$ cat src/rtl/wb_port_arb.sv
// Register-file write-port arbiter: pipeline writeback has priority, long-latency results drain from a FIFO.
// Define WB_ARB_STARVE_EN to enable the starvation guard that forces one drain slot after STARVE_LIMIT waits.
module wb_port_arb #(
  parameter int DEPTH        = 4,
  parameter int STARVE_LIMIT = 8
) (
  input  logic                     clk,
  input  logic                     rst,
  input  logic                     pipe_wen_i,
  input  logic [4:0]               pipe_waddr_i,
  input  logic [63:0]              pipe_wdata_i,
  input  logic                     lq_valid_i,
  output logic                     lq_ready_o,
  input  logic [4:0]               lq_waddr_i,
  input  logic [63:0]              lq_wdata_i,
  output logic                     pipe_stall_o,
  output logic                     reg_wen_o,
  output logic [4:0]               reg_waddr_o,
  output logic [63:0]              reg_wdata_o,
  output logic [$clog2(DEPTH):0]   lq_count_o,
  output logic                     lq_pending_o
);

  localparam int PW = $clog2(DEPTH);
  localparam int CW = PW + 1;

  if (DEPTH < 2 || (DEPTH & (DEPTH - 1)) != 0) begin : g_depth_chk
    $error("wb_port_arb: DEPTH must be a power of 2 and >= 2");
  end
  if (STARVE_LIMIT < 1) begin : g_limit_chk
    $error("wb_port_arb: STARVE_LIMIT must be >= 1");
  end

  typedef struct packed {
    logic [4:0]  waddr;
    logic [63:0] wdata;
    logic        killed;
  } entry_t;

  entry_t          fifo_q [DEPTH];
  entry_t          fifo_d [DEPTH];
  logic [PW-1:0]   rd_ptr_q, rd_ptr_d;
  logic [PW-1:0]   wr_ptr_q, wr_ptr_d;
  logic [CW-1:0]   count_q, count_d;

  logic            fifo_empty;
  logic            push;
  logic            pop;
  logic            pipe_grant;
  logic            force_pop;
  entry_t          head;

  assign fifo_empty   = (count_q == '0);
  // Ready depends only on the registered count so a same-cycle pop never opens a slot.
  assign lq_ready_o   = !rst && (count_q < CW'(DEPTH));
  assign push         = lq_valid_i && lq_ready_o;
  assign head         = fifo_q[rd_ptr_q];
  assign lq_count_o   = rst ? '0 : count_q;
  assign lq_pending_o = !rst && !fifo_empty;

`ifdef WB_ARB_STARVE_EN
  localparam int SW = $clog2(STARVE_LIMIT) + 1;

  typedef enum logic {NORMAL, FORCE} state_e;

  state_e          state_q, state_d;
  logic [SW-1:0]   starve_q, starve_d;

  assign force_pop    = (state_q == FORCE);
  assign pipe_stall_o = !rst && force_pop;

  always_comb begin
    state_d  = NORMAL;
    starve_d = '0;
    if (!force_pop && !fifo_empty && !pop) begin
      starve_d = starve_q + 1'b1;
      if (starve_q == SW'(STARVE_LIMIT - 1)) begin
        state_d  = FORCE;
        starve_d = '0;
      end
    end
  end

  always_ff @(posedge clk) begin
    if (rst) begin
      state_q  <= NORMAL;
      starve_q <= '0;
    end else begin
      state_q  <= state_d;
      starve_q <= starve_d;
    end
  end
`else
  assign force_pop    = 1'b0;
  assign pipe_stall_o = 1'b0;
`endif

  // NOTE: every output of a combinational block gets a default first, so no path can infer a latch.
  always_comb begin
    pipe_grant  = 1'b0;
    pop         = 1'b0;
    reg_wen_o   = 1'b0;
    reg_waddr_o = '0;
    reg_wdata_o = '0;
    if (!rst) begin
      if (force_pop) begin
        pop         = !fifo_empty;
        reg_wen_o   = !fifo_empty && !head.killed;
        reg_waddr_o = head.waddr;
        reg_wdata_o = head.wdata;
      end else if (pipe_wen_i && pipe_waddr_i != 5'd0) begin
        pipe_grant  = 1'b1;
        reg_wen_o   = 1'b1;
        reg_waddr_o = pipe_waddr_i;
        reg_wdata_o = pipe_wdata_i;
      end else if (!fifo_empty) begin
        pop         = 1'b1;
        reg_wen_o   = !head.killed;
        reg_waddr_o = head.waddr;
        reg_wdata_o = head.wdata;
      end
    end
  end

  always_comb begin
    fifo_d   = fifo_q;
    rd_ptr_d = rd_ptr_q;
    wr_ptr_d = wr_ptr_q;
    count_d  = count_q;
    // A granted pipeline write makes every older queued result for the same register stale.
    if (pipe_grant) begin
      for (int i = 0; i < DEPTH; i++) begin
        if (fifo_q[i].waddr == pipe_waddr_i) fifo_d[i].killed = 1'b1;
      end
    end
    if (pop) rd_ptr_d = rd_ptr_q + 1'b1;
    if (push) begin
      fifo_d[wr_ptr_q] = '{waddr: lq_waddr_i, wdata: lq_wdata_i, killed: (lq_waddr_i == 5'd0)};
      wr_ptr_d         = wr_ptr_q + 1'b1;
    end
    case ({push, pop})
      2'b10:   count_d = count_q + 1'b1;
      2'b01:   count_d = count_q - 1'b1;
      default: count_d = count_q;
    endcase
  end

  // NOTE: state registers use non-blocking assignments so every flop samples pre-edge values.
  always_ff @(posedge clk) begin
    if (rst) begin
      rd_ptr_q <= '0;
      wr_ptr_q <= '0;
      count_q  <= '0;
    end else begin
      rd_ptr_q <= rd_ptr_d;
      wr_ptr_q <= wr_ptr_d;
      count_q  <= count_d;
    end
  end

  // NOTE: FIFO storage is not reset; an entry is only observed after a push has written it.
  always_ff @(posedge clk) begin
    fifo_q <= fifo_d;
  end

endmodule

$ cat config.mk
export PLATFORM = sky130hd
export DESIGN_NAME = wb_port_arb
export DESIGN_NICKNAME = d
export VERILOG_FILES = /design/src/rtl/wb_port_arb.sv
export SDC_FILE = /design/constraint.sdc
export NUM_CORES = 1
export LEC_CHECK = 0
export BUFFER_PORTS_ARGS = -buffer_cell sky130_fd_sc_hd__buf_4
export CAP_MARGIN = 40
export CELL_PAD_IN_SITES_DETAIL_PLACEMENT = 1
export CELL_PAD_IN_SITES_GLOBAL_PLACEMENT = 2
export CORE_UTILIZATION = 45
export CTS_CLUSTER_DIAMETER = 60
export DETAILED_ROUTE_END_ITERATION = 8
export PLACE_DENSITY_LB_ADDON = 0.1
export SETUP_SLACK_MARGIN = 0.4
export SLEW_MARGIN = 20
export SYNTH_ARGS = -nofsm -noshare
export SYNTH_HDL_FRONTEND = slang
export SYNTH_SLANG_ARGS = --single-unit
export TNS_END_PERCENT = 30
$ cat constraint.sdc
create_clock -name clk -period 8.75 [get_ports clk]
set_clock_uncertainty 0.05 [all_clocks]
set_input_delay 1.3125 -clock clk [delete_from_list [all_inputs] [get_ports clk]]
set_output_delay 1.3125 -clock clk [all_outputs]
set_load 0.02 [all_outputs]
Yosys cells after proc, flatten, opt, wreduce, memory -nomap -nowiden
Index checks and enable logic that the tools add are counted.

storage, ports and cells
  register bits = 287
  bits of input ports = 142
  output and inout bits = 76
  logic and storage cells = 74

operators by class
  add/sub/neg operators = 4
  order comparisons = 4
  eq/ne operators = 6
  muxes and demuxes = 31
  bitwise operators = 2
  reduce and logical (&&, ||, !) cells = 12

operators with widths
  kind                                                        count
  bitwise mux 280 bit                                         1
  2-to-1 mux 211 bit                                          1
  2-to-1 mux 70 bit                                           3
  2-to-1 mux 64 bit                                           3
  binary-select mux 70 bit (select 2 bit)                     1
  demux 70 bit (select 2 bit)                                 1
  == test 5 bit                                               4
  2-to-1 mux 1 bit                                            16
  2-to-1 mux 5 bit                                            3
  >= comparator 3 bit, second input constant                  2
  inverter 2 -> 3 bit                                         2
  one-hot mux 3 bit (2 select lines)                          1
  logical AND 1 bit                                           5
  logical NOT 5 bit                                           1
  nonzero test 5 bit                                          1
  adder 2 x 1 -> 2 bit, second input constant                 2
  adder 3 x 1 -> 3 bit, second input constant                 1
  logical NOT 1 bit                                           3
  logical NOT 3 bit                                           1
  less-than comparator 3 x 1 -> 1 bit, second input constant  1
  less-than comparator 3 bit, second input constant           1
  2-to-1 mux 3 bit                                            1
  subtractor 3 x 1 -> 3 bit, second input constant            1
  == test 2 x 1 -> 1 bit, second input constant               1
  2 further kinds                                             2

Logic depth before layout (Yosys ltp)
Gate-level depths: netlist of run 1.

  depth in word-level cells = 8
  gate-level depth with buffers = 10
  mapped depth without buffers = 8

Worst setup path before layout of run 1
Ideal clock, no wire load.

  kind = input port to flip-flop
  from = input rst
  to = register fifo_q[10] (netlist name), enable pin
  setup time = 0.437 ns
  arrival time = 3.655 ns
  data required time = 8.263 ns
  slack = 4.608 ns
  cell stages on the path = 3
  path buffers = 1
  cells stage by stage = buf_2 > nor2_1 > and3_1

on the way
  longest elaborated chain between the ends = 3

RTL lines
  what                  line  RTL
  start, declared       8     input logic rst,
  logical NOT 1 bit     n/a
  logical AND 1 bit     55    assign lq_ready_o = !rst && (count_q < CW'(DEPTH));
  named net lq_ready_o  13    output logic lq_ready_o,
  logical AND 1 bit     56    assign push = lq_valid_i && lq_ready_o;
  end signal, assigned  163   fifo_q <= fifo_d;
  end, declared         40    entry_t fifo_q [DEPTH];

The timed path passes the listed nets, and every way through them passes these cells.
A chain may end at the register's enable or synchronous reset.

Worst setup path in the final report of run 1
  from = input rst
  to = output reg_wdata_o[51]

on the way
  longest elaborated chain between the ends = 1

RTL lines
  what               line  RTL
  2-to-1 mux 64 bit  105   if (!rst) begin
  end, declared      19    output logic [63:0] reg_wdata_o,

Every way passes these cells.

==> results.sh, run 1 <==
export IMPL_synth_distinct_cells=35
export IMPL_start_kind="primary input"
export IMPL_synth_most_common_cell="edfxtp_1"
export IMPL_synth_top_area_share_pct=71.3
export IMPL_path_cells="buf_4, nor2b_1, a21boi_4, buf_4, a22o_1, buf_4"
export IMPL_arrival_ns=3.07
export IMPL_dieArea_mm2=0.0265
export IMPL_p_leak_nw=5.09
export IMPL_rr_worst_depth=8
export IMPL_fin_crit_ns=4.43
export IMPL_antenna_found_initial=0
export IMPL_grt_max_degree=68
export IMPL_pwr_share_clk_pct=37.4
export IMPL_min_to="count_q[2]"
export IMPL_layout_cells_non_filler=1124
export IMPL_clkTransAtPathRegs_ns=0.06
export IMPL_crit_type="in2out"
export IMPL_cts_tree="yes"
export IMPL_num_vias=6125
export IMPL_path_buf_inv=3
export IMPL_numCtsBuffers=31
export IMPL_drt_iter0_drc=327
export IMPL_syn_to_final_growth_pct=25.2
export IMPL_rsz0062_at_grt="false"
export IMPL_viasPerCell=5.45
export IMPL_r2r_slack_ns=6.31
export IMPL_wl_per_cell_um=22.0
export IMPL_synth_async_sr_flop_share_pct=0
export IMPL_setup_violations=0
export IMPL_comb_power_share_pct=12.6
export IMPL_cts_buffer_depth=3
export IMPL_fillers=2257
export IMPL_hold_ws_ns=0.500
export IMPL_power_total_w=0.00317
export IMPL_wl_um=24700
export IMPL_cts_root_buf="clkbuf_16"
export IMPL_cts_max_level=1
export IMPL_rows=58
export IMPL_hold_path_depth=2
export IMPL_yosysTopAreaCell="edfxtp_1"
export IMPL_p_sw_w=0.000731
export IMPL_die_width_um=163
export IMPL_synthTopCellsByCount="edfxtp_1, mux4_2, a22o_1, buf_6, buf_2"
export IMPL_num_io_pins=218
export IMPL_synthCells=547
export IMPL_finalSetupTns_ns=0
export IMPL_crit_family="buffers and inverters"
export IMPL_drc=0
export IMPL_synth_nets=695
export IMPL_swShare_pct=23.0
export IMPL_synthFlopType="edfxtp_1"
export IMPL_placed_area_mm2=0.0136
export IMPL_drv_slew=0
export IMPL_cp_max_fo=67
export IMPL_tightest_slew_ns=0.782
export IMPL_cts_hold_repair_buffers=0
export IMPL_reg2reg_to="count_q[2]"
export IMPL_initial_core_util_pct=46.0
export IMPL_synth_edff_count=276
export IMPL_startpoint="rst"
export IMPL_insertion_delay_ns=0.54
export IMPL_diodes=0
export IMPL_grt_pass1_vias=6770
export IMPL_hold_viol=0
export IMPL_pwr_share_seq_pct=50.0
export IMPL_min_period_over_period_pct=50.7
export IMPL_slowest_stage="buf_4"
export IMPL_fmax_ghz=0.226
export IMPL_cpPeakStageDelay_ns=0.66
export IMPL_grt_usage_pct=19.1
export IMPL_place_inst=1066
export IMPL_status="finished clean"
export IMPL_core_mm2=0.0253
export IMPL_grt_first_pass_wirelength_um=38200
export IMPL_drive_gt1_share_pct=45.0
export IMPL_ir_drop_uv=152
export IMPL_hpwl_um=15700
export IMPL_reg2reg_from="count_q[0]"
export IMPL_nets=918
export IMPL_required_ns=7.39
export IMPL_cts_sinks=287
export IMPL_end_kind="output port"
export IMPL_max_cap_viol_count=0
export IMPL_cts_setup_buffers=0
export IMPL_die_h_um=163
export IMPL_holdCritStartpoint="count_q[2]"
export IMPL_io_buffers=216
export IMPL_avgSynthCellArea_um2=21.3
export IMPL_cts_repair_resize_count=0
export IMPL_synth_cell_area_mm2=0.0116
export IMPL_yosysWarnings=0
export IMPL_drt_pass1_iterations=4
export IMPL_power_density_mw_per_mm2=218
export IMPL_cp_common_cell="buf_4"
export IMPL_hp_class="reg2reg"
export IMPL_final_area_mm2=0.0146
export IMPL_drtAntennaViolNets=0
export IMPL_routabilityCongestion=0.753
export IMPL_slew_headroom_pct=47.9
export IMPL_ys_seq_elements=287
export IMPL_overflow=0
export IMPL_synth_yosys_seq_area_share_pct=73.2
export IMPL_p_int_w=0.00244
export IMPL_synthTopCellsByArea="edfxtp_1, mux4_2, a22o_1"
layer usage:
layer,global-route usage [%],vias to the layer above,wire length (um)
met4,4.89,0,555
met2,33.9,167,13000
met5,0,-,0
li1,-,2753,-
met1,24.3,3166,9950
met3,3.31,39,1230
tightest hold or removal path, cell delays in order, from the launching register on:
cell	delay [ns]
dfxtp_1	0.34
o21ai_0	0.09
a21oi_1	0.07
kinds of logic after synthesis:
group / after synthesis / share of synthesized area [%]
buffers and inverters: 46 / 2.73
other: 1 / 0.0322
AND/OR/NAND/NOR: 27 / 1.46
XOR/XNOR: 23 / 1.73
adder cells (fa/ha/maj): 6 / 0.710
AO/OA/AOI/OAI: 81 / 6.09
flip-flops: 287 / 73.2
multiplexers: 76 / 14.1
power by group through the flow:
stage               clock (W)  sequential [W]  combinational (W)
floorplan                   0         0.00159           0.000263
global placement            0         0.00162           0.000381
detailed placement          0         0.00162           0.000400
CTS                   0.00122         0.00159           0.000404
global route          0.00126         0.00159           0.000430
finish                0.00119         0.00159           0.000400
metrics by stage:
step	setup WS, ns	utilization, %
floorplan	4.61	-
global placement	4.18	53.3
detailed placement	4.33	53.8
CTS	4.08	57.6
global route	4.13	57.7
finish	4.32	57.7
area by class of cell:
cell class                 count  area, um2  area share, %
clock inverter                22        146           1.01
tap                          330        413           2.84
sequential                   287       8520           58.5
timing repair buffer         229       1840           12.6
multi-input combinational    214       2830           19.5
inverter                       7       26.3          0.180
clock buffer                  35        791           5.43
worst max path at each step:
| stage | end | slack (ns) | cells past startpoint |
|---|---|---|---|
| global placement | reg_waddr_o[3] | 4.18 | 6 |
| finish | reg_wdata_o[51] | 4.32 | 6 |
| global route | reg_wdata_o[63] | 4.13 | 5 |
| detailed placement | reg_wdata_o[6] | 4.33 | 6 |
| CTS | reg_wdata_o[63] | 4.08 | 4 |
| floorplan | fifo_q[10] | 4.61 | 3 |
state kept, by name, summed over array words and instances (netlist names):
name / count
fifo_q: 280
count_q: 3
rd_ptr_q: 2
wr_ptr_q: 2
placed cells by master (no fill, tap or decap), types with 4 or more instances in the layout:
master and count:
edfxtp_1 276, buf_4 222, mux4_2 70, a22o_1 69, clkbuf_16 31, xor2_1 13, xnor2_1 10, clkinv_2 10
dfxtp_1 9, inv_1 7, nor3_1 6, mux2i_1 6, clkinv_1 6, nor2_1 5, ha_1 5, nor2b_1 4
and3_4 4, clkbuf_1 4, buf_16 4
(Power assumes the default switching activity.)
==> run 2, diff against run 1 <==
--- a/config.mk
+++ b/config.mk
@@ -9,7 +9,7 @@
 export CAP_MARGIN = 40
 export CELL_PAD_IN_SITES_DETAIL_PLACEMENT = 1
 export CELL_PAD_IN_SITES_GLOBAL_PLACEMENT = 2
-export CORE_UTILIZATION = 45
+export CORE_UTILIZATION = 42
 export CTS_CLUSTER_DIAMETER = 60
 export DETAILED_ROUTE_END_ITERATION = 8
 export PLACE_DENSITY_LB_ADDON = 0.1
==> constraint.sdc (replaced) <==
create_clock -name clk -period 4.3 [get_ports clk]
set_clock_uncertainty 0.05 [all_clocks]
set_input_delay 0.645 -clock clk [delete_from_list [all_inputs] [get_ports clk]]
set_output_delay 0.645 -clock clk [all_outputs]
set_load 0.02 [all_outputs]
==> results.sh, run 2 (synthesized netlist as in run 1, its figures left out) <==
export IMPL_status="finished clean"
export IMPL_p_int_w=0.00508
export IMPL_dieArea_mm2=0.0284
export IMPL_crit_family="flip-flops"
export IMPL_cts_root_buf="clkbuf_16"
export IMPL_rows=60
export IMPL_slew_headroom_pct=48.0
export IMPL_comb_power_share_pct=12.6
export IMPL_core_mm2=0.0270
export IMPL_clkTransAtPathRegs_ns=0.06
export IMPL_cpPeakStageDelay_ns=0.67
export IMPL_insertion_delay_ns=0.54
export IMPL_cts_buffer_depth=3
export IMPL_drive_gt1_share_pct=43.8
export IMPL_cts_repair_resize_count=0
export IMPL_viasPerCell=5.40
export IMPL_min_period_over_period_pct=77.1
export IMPL_io_buffers=216
export IMPL_wl_um=25500
export IMPL_post_route_util_pct=53.7
export IMPL_routabilityCongestion=0.768
export IMPL_rsz0062_at_grt="false"
export IMPL_wl_per_cell_um=22.5
export IMPL_pwr_share_clk_pct=38.1
export IMPL_die_h_um=168
export IMPL_tightest_slew_ns=0.781
export IMPL_hp_class="in2reg"
export IMPL_r2r_slack_ns=1.49
export IMPL_regMostFlops="fifo_q"
export IMPL_numCtsBuffers=30
export IMPL_end_kind="output port"
export IMPL_cts_max_level=1
export IMPL_p_leak_nw=5.06
export IMPL_pwr_share_seq_pct=49.3
export IMPL_swShare_pct=22.2
export IMPL_power_density_mw_per_mm2=450
export IMPL_p_sw_w=0.00145
export IMPL_overflow=0
export IMPL_hold_ws_ns=0.247
export IMPL_die_width_um=168
export IMPL_num_vias=6119
export IMPL_drt_iter0_drc=299
export IMPL_cts_setup_buffers=0
export IMPL_max_cap_viol_count=0
export IMPL_antenna_found_initial=0
export IMPL_final_cell_mix="edfxtp_1, buf_4, mux4_2"
export IMPL_final_common_cell="edfxtp_1"
export IMPL_start_kind="flop"
export IMPL_hpwl_um=16100
export IMPL_crit_type="reg2out"
export IMPL_cp_common_cell="buf_4"
export IMPL_holdCritStartpoint="lq_wdata_i[12]"
export IMPL_nets=917
export IMPL_setup_violations=0
export IMPL_slowest_stage="dfxtp_4"
export IMPL_hold_viol=0
export IMPL_num_io_pins=218
export IMPL_finalSetupTns_ns=0
export IMPL_hold_path_depth=1
export IMPL_cp_max_fo=24
export IMPL_power_total_w=0.00653
export IMPL_grt_max_degree=69
export IMPL_path_buf_inv=2
export IMPL_reg2reg_from="count_q[0]"
export IMPL_fin_crit_ns=3.32
export IMPL_cts_hold_repair_buffers=0
export IMPL_reg_top3="fifo_q: 280 flops, count_q: 3 flops"
export IMPL_syn_to_final_growth_pct=24.8
export IMPL_min_to="fifo_q[13]"
export IMPL_grt_usage_pct=18.2
export IMPL_rr_worst_depth=9
export IMPL_diodes=0
export IMPL_fin_ws_ns=0.985
export IMPL_dpl_worst_slack_ns=1.01
export IMPL_reg2reg_to="count_q[2]"
export IMPL_grt_first_pass_wirelength_um=39000
export IMPL_required_ns=3.61
export IMPL_path_cells="buf_4, mux4_2, a22o_1, buf_4"
export IMPL_cts_tree="yes"
export IMPL_fillers=2456
export IMPL_initial_core_util_pct=43.0
export IMPL_drv_slew=0
export IMPL_grt_pass1_vias=6840
export IMPL_drtAntennaViolNets=0
export IMPL_cts_sinks=287
export IMPL_largest_reg_flops=280
export IMPL_arrival_ns=2.62
export IMPL_fmax_ghz=0.302
export IMPL_ir_drop_uv=377
export IMPL_drt_pass1_iterations=4
export IMPL_drc=0
## run 2: worst max path at each step
stage                               start         endpoint  slack [ns]  depth (start not counted)
after detailed placement  pipe_waddr_i[0]       count_q[2]        1.01                         10
after floorplan                       rst       fifo_q[10]        0.83                          3
after global routing          rd_ptr_q[0]  reg_wdata_o[47]        0.80                          4
final                         rd_ptr_q[0]  reg_wdata_o[49]        0.98                          4
after global placement    pipe_waddr_i[0]       count_q[2]        1.12                         10
after CTS                     rd_ptr_q[0]  reg_wdata_o[47]        0.89                          4
## run 2: layout make-up
cell class | instances | area (um2) | area share (%)
Multi-Input combinational cell | 214 | 2830 | 19.5
Tap cell | 341 | 427 | 2.94
Clock inverter | 14 | 138 | 0.948
Timing Repair Buffer | 229 | 1760 | 12.1
Inverter | 7 | 26.3 | 0.181
Clock buffer | 42 | 817 | 5.63
Sequential cell | 287 | 8520 | 58.7
## run 2: stage by stage
| step | cell area [um2] | std cells |
|---|---|---|
| floorplan | 11600 | 547 |
| global placement | 13500 | 1077 |
| detailed placement | 13600 | 1078 |
| CTS | 14500 | 1134 |
| global route | 14500 | 1134 |
| finish | 14500 | 1134 |
## run 2: per-layer routing
layer,routed length (um),part of all wire [%],track usage [%],up-vias
met5,0,0,0,-
met4,481,1.9,4.66,0
met3,1260,5.0,3.17,36
met2,13100,52,32.3,162
met1,10600,42,23.1,3179
li1,-,-,-,2742
## run 2: power by group through the flow
stage / registers [W] / clock network, W / logic [W]
detailed placement: 0.00328 / 0 / 0.000838
CTS: 0.00322 / 0.00255 / 0.000842
floorplan: 0.00324 / 0 / 0.000535
global route: 0.00323 / 0.00264 / 0.000883
global placement: 0.00328 / 0 / 0.000816
finish: 0.00322 / 0.00249 / 0.000821
==> run 3, diff against run 2 <==
--- a/config.mk
+++ b/config.mk
@@ -9,7 +9,7 @@
 export CAP_MARGIN = 40
 export CELL_PAD_IN_SITES_DETAIL_PLACEMENT = 1
 export CELL_PAD_IN_SITES_GLOBAL_PLACEMENT = 2
-export CORE_UTILIZATION = 42
+export CORE_UTILIZATION = 38
 export CTS_CLUSTER_DIAMETER = 60
 export DETAILED_ROUTE_END_ITERATION = 8
 export PLACE_DENSITY_LB_ADDON = 0.1
==> constraint.sdc (replaced) <==
create_clock -name clk -period 2.8 [get_ports clk]
set_clock_uncertainty 0.05 [all_clocks]
set_input_delay 0.42 -clock clk [delete_from_list [all_inputs] [get_ports clk]]
set_output_delay 0.42 -clock clk [all_outputs]
set_load 0.02 [all_outputs]
==> results.sh, run 3 (synthesized netlist as in run 1, its figures left out) <==
export IMPL_required_ns=2.33
export IMPL_start_kind="flop"
export IMPL_setup_violations=0
export IMPL_drv_slew=0
export IMPL_rsz0062_at_grt="true"
export IMPL_grt_pass1_vias=6769
export IMPL_wl_um=26200
export IMPL_overflow=0
export IMPL_cts_root_buf="clkbuf_16"
export IMPL_reg_top3="fifo_q: 280 flops, count_q: 3 flops"
export IMPL_core_mm2=0.0299
export IMPL_met3_length_um=1530
export IMPL_crit_type="reg2out"
export IMPL_drt_pass1_iterations=4
export IMPL_die_width_um=177
export IMPL_nets=938
export IMPL_insertion_delay_ns=0.53
export IMPL_rr_worst_depth=8
export IMPL_arrival_ns=2.13
export IMPL_hold_path_depth=1
export IMPL_p_int_w=0.00819
export IMPL_viasPerCell=5.16
export IMPL_hpwl_um=16600
export IMPL_top_layer="met4"
export IMPL_reg2reg_to="count_q[2]"
export IMPL_fin_crit_ns=2.60
export IMPL_post_route_util_pct=50.4
export IMPL_holdCritStartpoint="lq_wdata_i[22]"
export IMPL_clkTransAtPathRegs_ns=0.06
export IMPL_slowest_stage="mux4_2"
export IMPL_io_buffers=216
export IMPL_grt_usage_pct=16.8
export IMPL_antenna_found_initial=0
export IMPL_max_cap_viol_count=0
export IMPL_num_vias=6217
export IMPL_cts_buffer_depth=3
export IMPL_ir_drop_uv=387
export IMPL_status="finished clean"
export IMPL_num_io_pins=218
export IMPL_rows=63
export IMPL_final_common_cell="edfxtp_1"
export IMPL_reg2reg_from="count_q[2]"
export IMPL_pwr_share_seq_pct=46.7
export IMPL_min_to="fifo_q[23]"
export IMPL_hold_viol=0
export IMPL_largest_reg_flops=280
export IMPL_syn_to_final_growth_pct=29.5
export IMPL_diodes=0
export IMPL_cp_max_fo=8
export IMPL_routabilityCongestion=0.774
export IMPL_wl_met1_um=10700
export IMPL_fillers=2746
export IMPL_wl_per_cell_um=21.8
export IMPL_comb_power_share_pct=13.7
export IMPL_pwr_share_clk_pct=39.6
export IMPL_drtAntennaViolNets=0
export IMPL_final_cell_mix="edfxtp_1, buf_4, mux4_2"
export IMPL_drt_iter0_drc=358
export IMPL_die_h_um=177
export IMPL_numCtsBuffers=31
export IMPL_hp_class="in2reg"
export IMPL_end_kind="output port"
export IMPL_r2r_slack_ns=0.53
export IMPL_cts_tree="yes"
export IMPL_drc=0
export IMPL_min_period_over_period_pct=92.8
export IMPL_wl_met2_um=13700
export IMPL_p_sw_w=0.00232
export IMPL_power_density_mw_per_mm2=699
export IMPL_fmax_ghz=0.385
export IMPL_cts_sinks=287
export IMPL_swShare_pct=22.1
export IMPL_grt_first_pass_wirelength_um=39600
export IMPL_regMostFlops="fifo_q"
export IMPL_cpPeakStageDelay_ns=0.56
export IMPL_cts_max_level=1
export IMPL_path_cells="buf_12, buf_16, mux4_2, a22o_1, buf_4"
export IMPL_dieArea_mm2=0.0313
export IMPL_initial_core_util_pct=38.9
export IMPL_grt_max_degree=71
export IMPL_finalSetupTns_ns=0
export IMPL_p_leak_nw=5.29
export IMPL_drive_gt1_share_pct=47.1
[run 3: cell types whose count changed in the layout (fill, tap and decap cells not counted), sizes merged]
cell | previous run | this run
inv | 7 | 8
clkbuf | 42 | 38
buf | 229 | 246
clkinv | 10 | 13
dlygate4sd3 | 0 | 1
bufinv | 3 | 6
[run 3: power groups by stage]
stage               Clock [W]  Sequential (W)  Combinational (W)
floorplan                   0         0.00498           0.000823
global placement            0         0.00502            0.00132
detailed placement          0         0.00503            0.00134
CTS                   0.00428         0.00491            0.00143
global route          0.00445         0.00492            0.00155
finish                0.00417         0.00491            0.00144
[run 3: final cells by class]
cell class / count / area [um2] / share of cell area [%]
clock buffer: 36 / 795 / 5.28
timing repair buffer: 249 / 2130 / 14.1
inverter: 7 / 26.3 / 0.175
sequential: 287 / 8520 / 56.6
clock inverter: 21 / 258 / 1.71
tap: 390 / 488 / 3.24
multi-input combinational: 214 / 2840 / 18.9
[run 3: worst max-delay path by stage]
| stage | end | depth (start not counted) | start | slack, ns |
|---|---|---|---|---|
| detailed placement | count_q[2] | 9 | rst | 0.36 |
| global route | reg_wdata_o[25] | 5 | rd_ptr_q[0] | 0.13 |
| floorplan | count_q[2] | 10 | pipe_waddr_i[2] | 0.40 |
| finish | reg_wdata_o[25] | 5 | rd_ptr_q[0] | 0.20 |
| CTS | reg_wdata_o[25] | 5 | rd_ptr_q[0] | 0.14 |
| global placement | count_q[2] | 9 | rst | 0.42 |
[run 3: critical path: cells and delay by family (launching register included)]
kind,cells,cell delay (ns)
DFF,1,0.36
muxes,1,0.56
AOI/OAI and AO/OA,1,0.21
buffers and inverters,3,0.45
[run 3: timing repair]
action	CTS	global route
hold buffers	1	0
resized for setup	4	12
endpoints found under the hold margin	1	0
buffers inserted	6	0
pin swaps	0	1
setup endpoints to repair	70	71
cloned	1	2
[run 3: through the flow]
step | area, um2 | hold WS, ns | power [W] | cells | setup slack (ns)
4_1_cts | 15000 | 0.00254 | 0.0106 | 1202 | 0.145
6_report | 15100 | 0.0293 | 0.0105 | 1204 | 0.202
5_1_grt | 15100 | 0.0000887 | 0.0109 | 1204 | 0.130
3_3_place_gp | 13800 | 0.446 | 0.00634 | 1137 | 0.416
3_5_place_dp | 13800 | 0.463 | 0.00637 | 1137 | 0.361
2_1_floorplan | 11600 | 0.425 | 0.00580 | 547 | 0.400
[run 3: per-layer routing]
layer  global-route usage, %  vias up
met5                       0        -
met4                    3.56        0
met1                    21.3     3226
li1                        -     2795
met3                    3.39       24
met2                    29.7      172
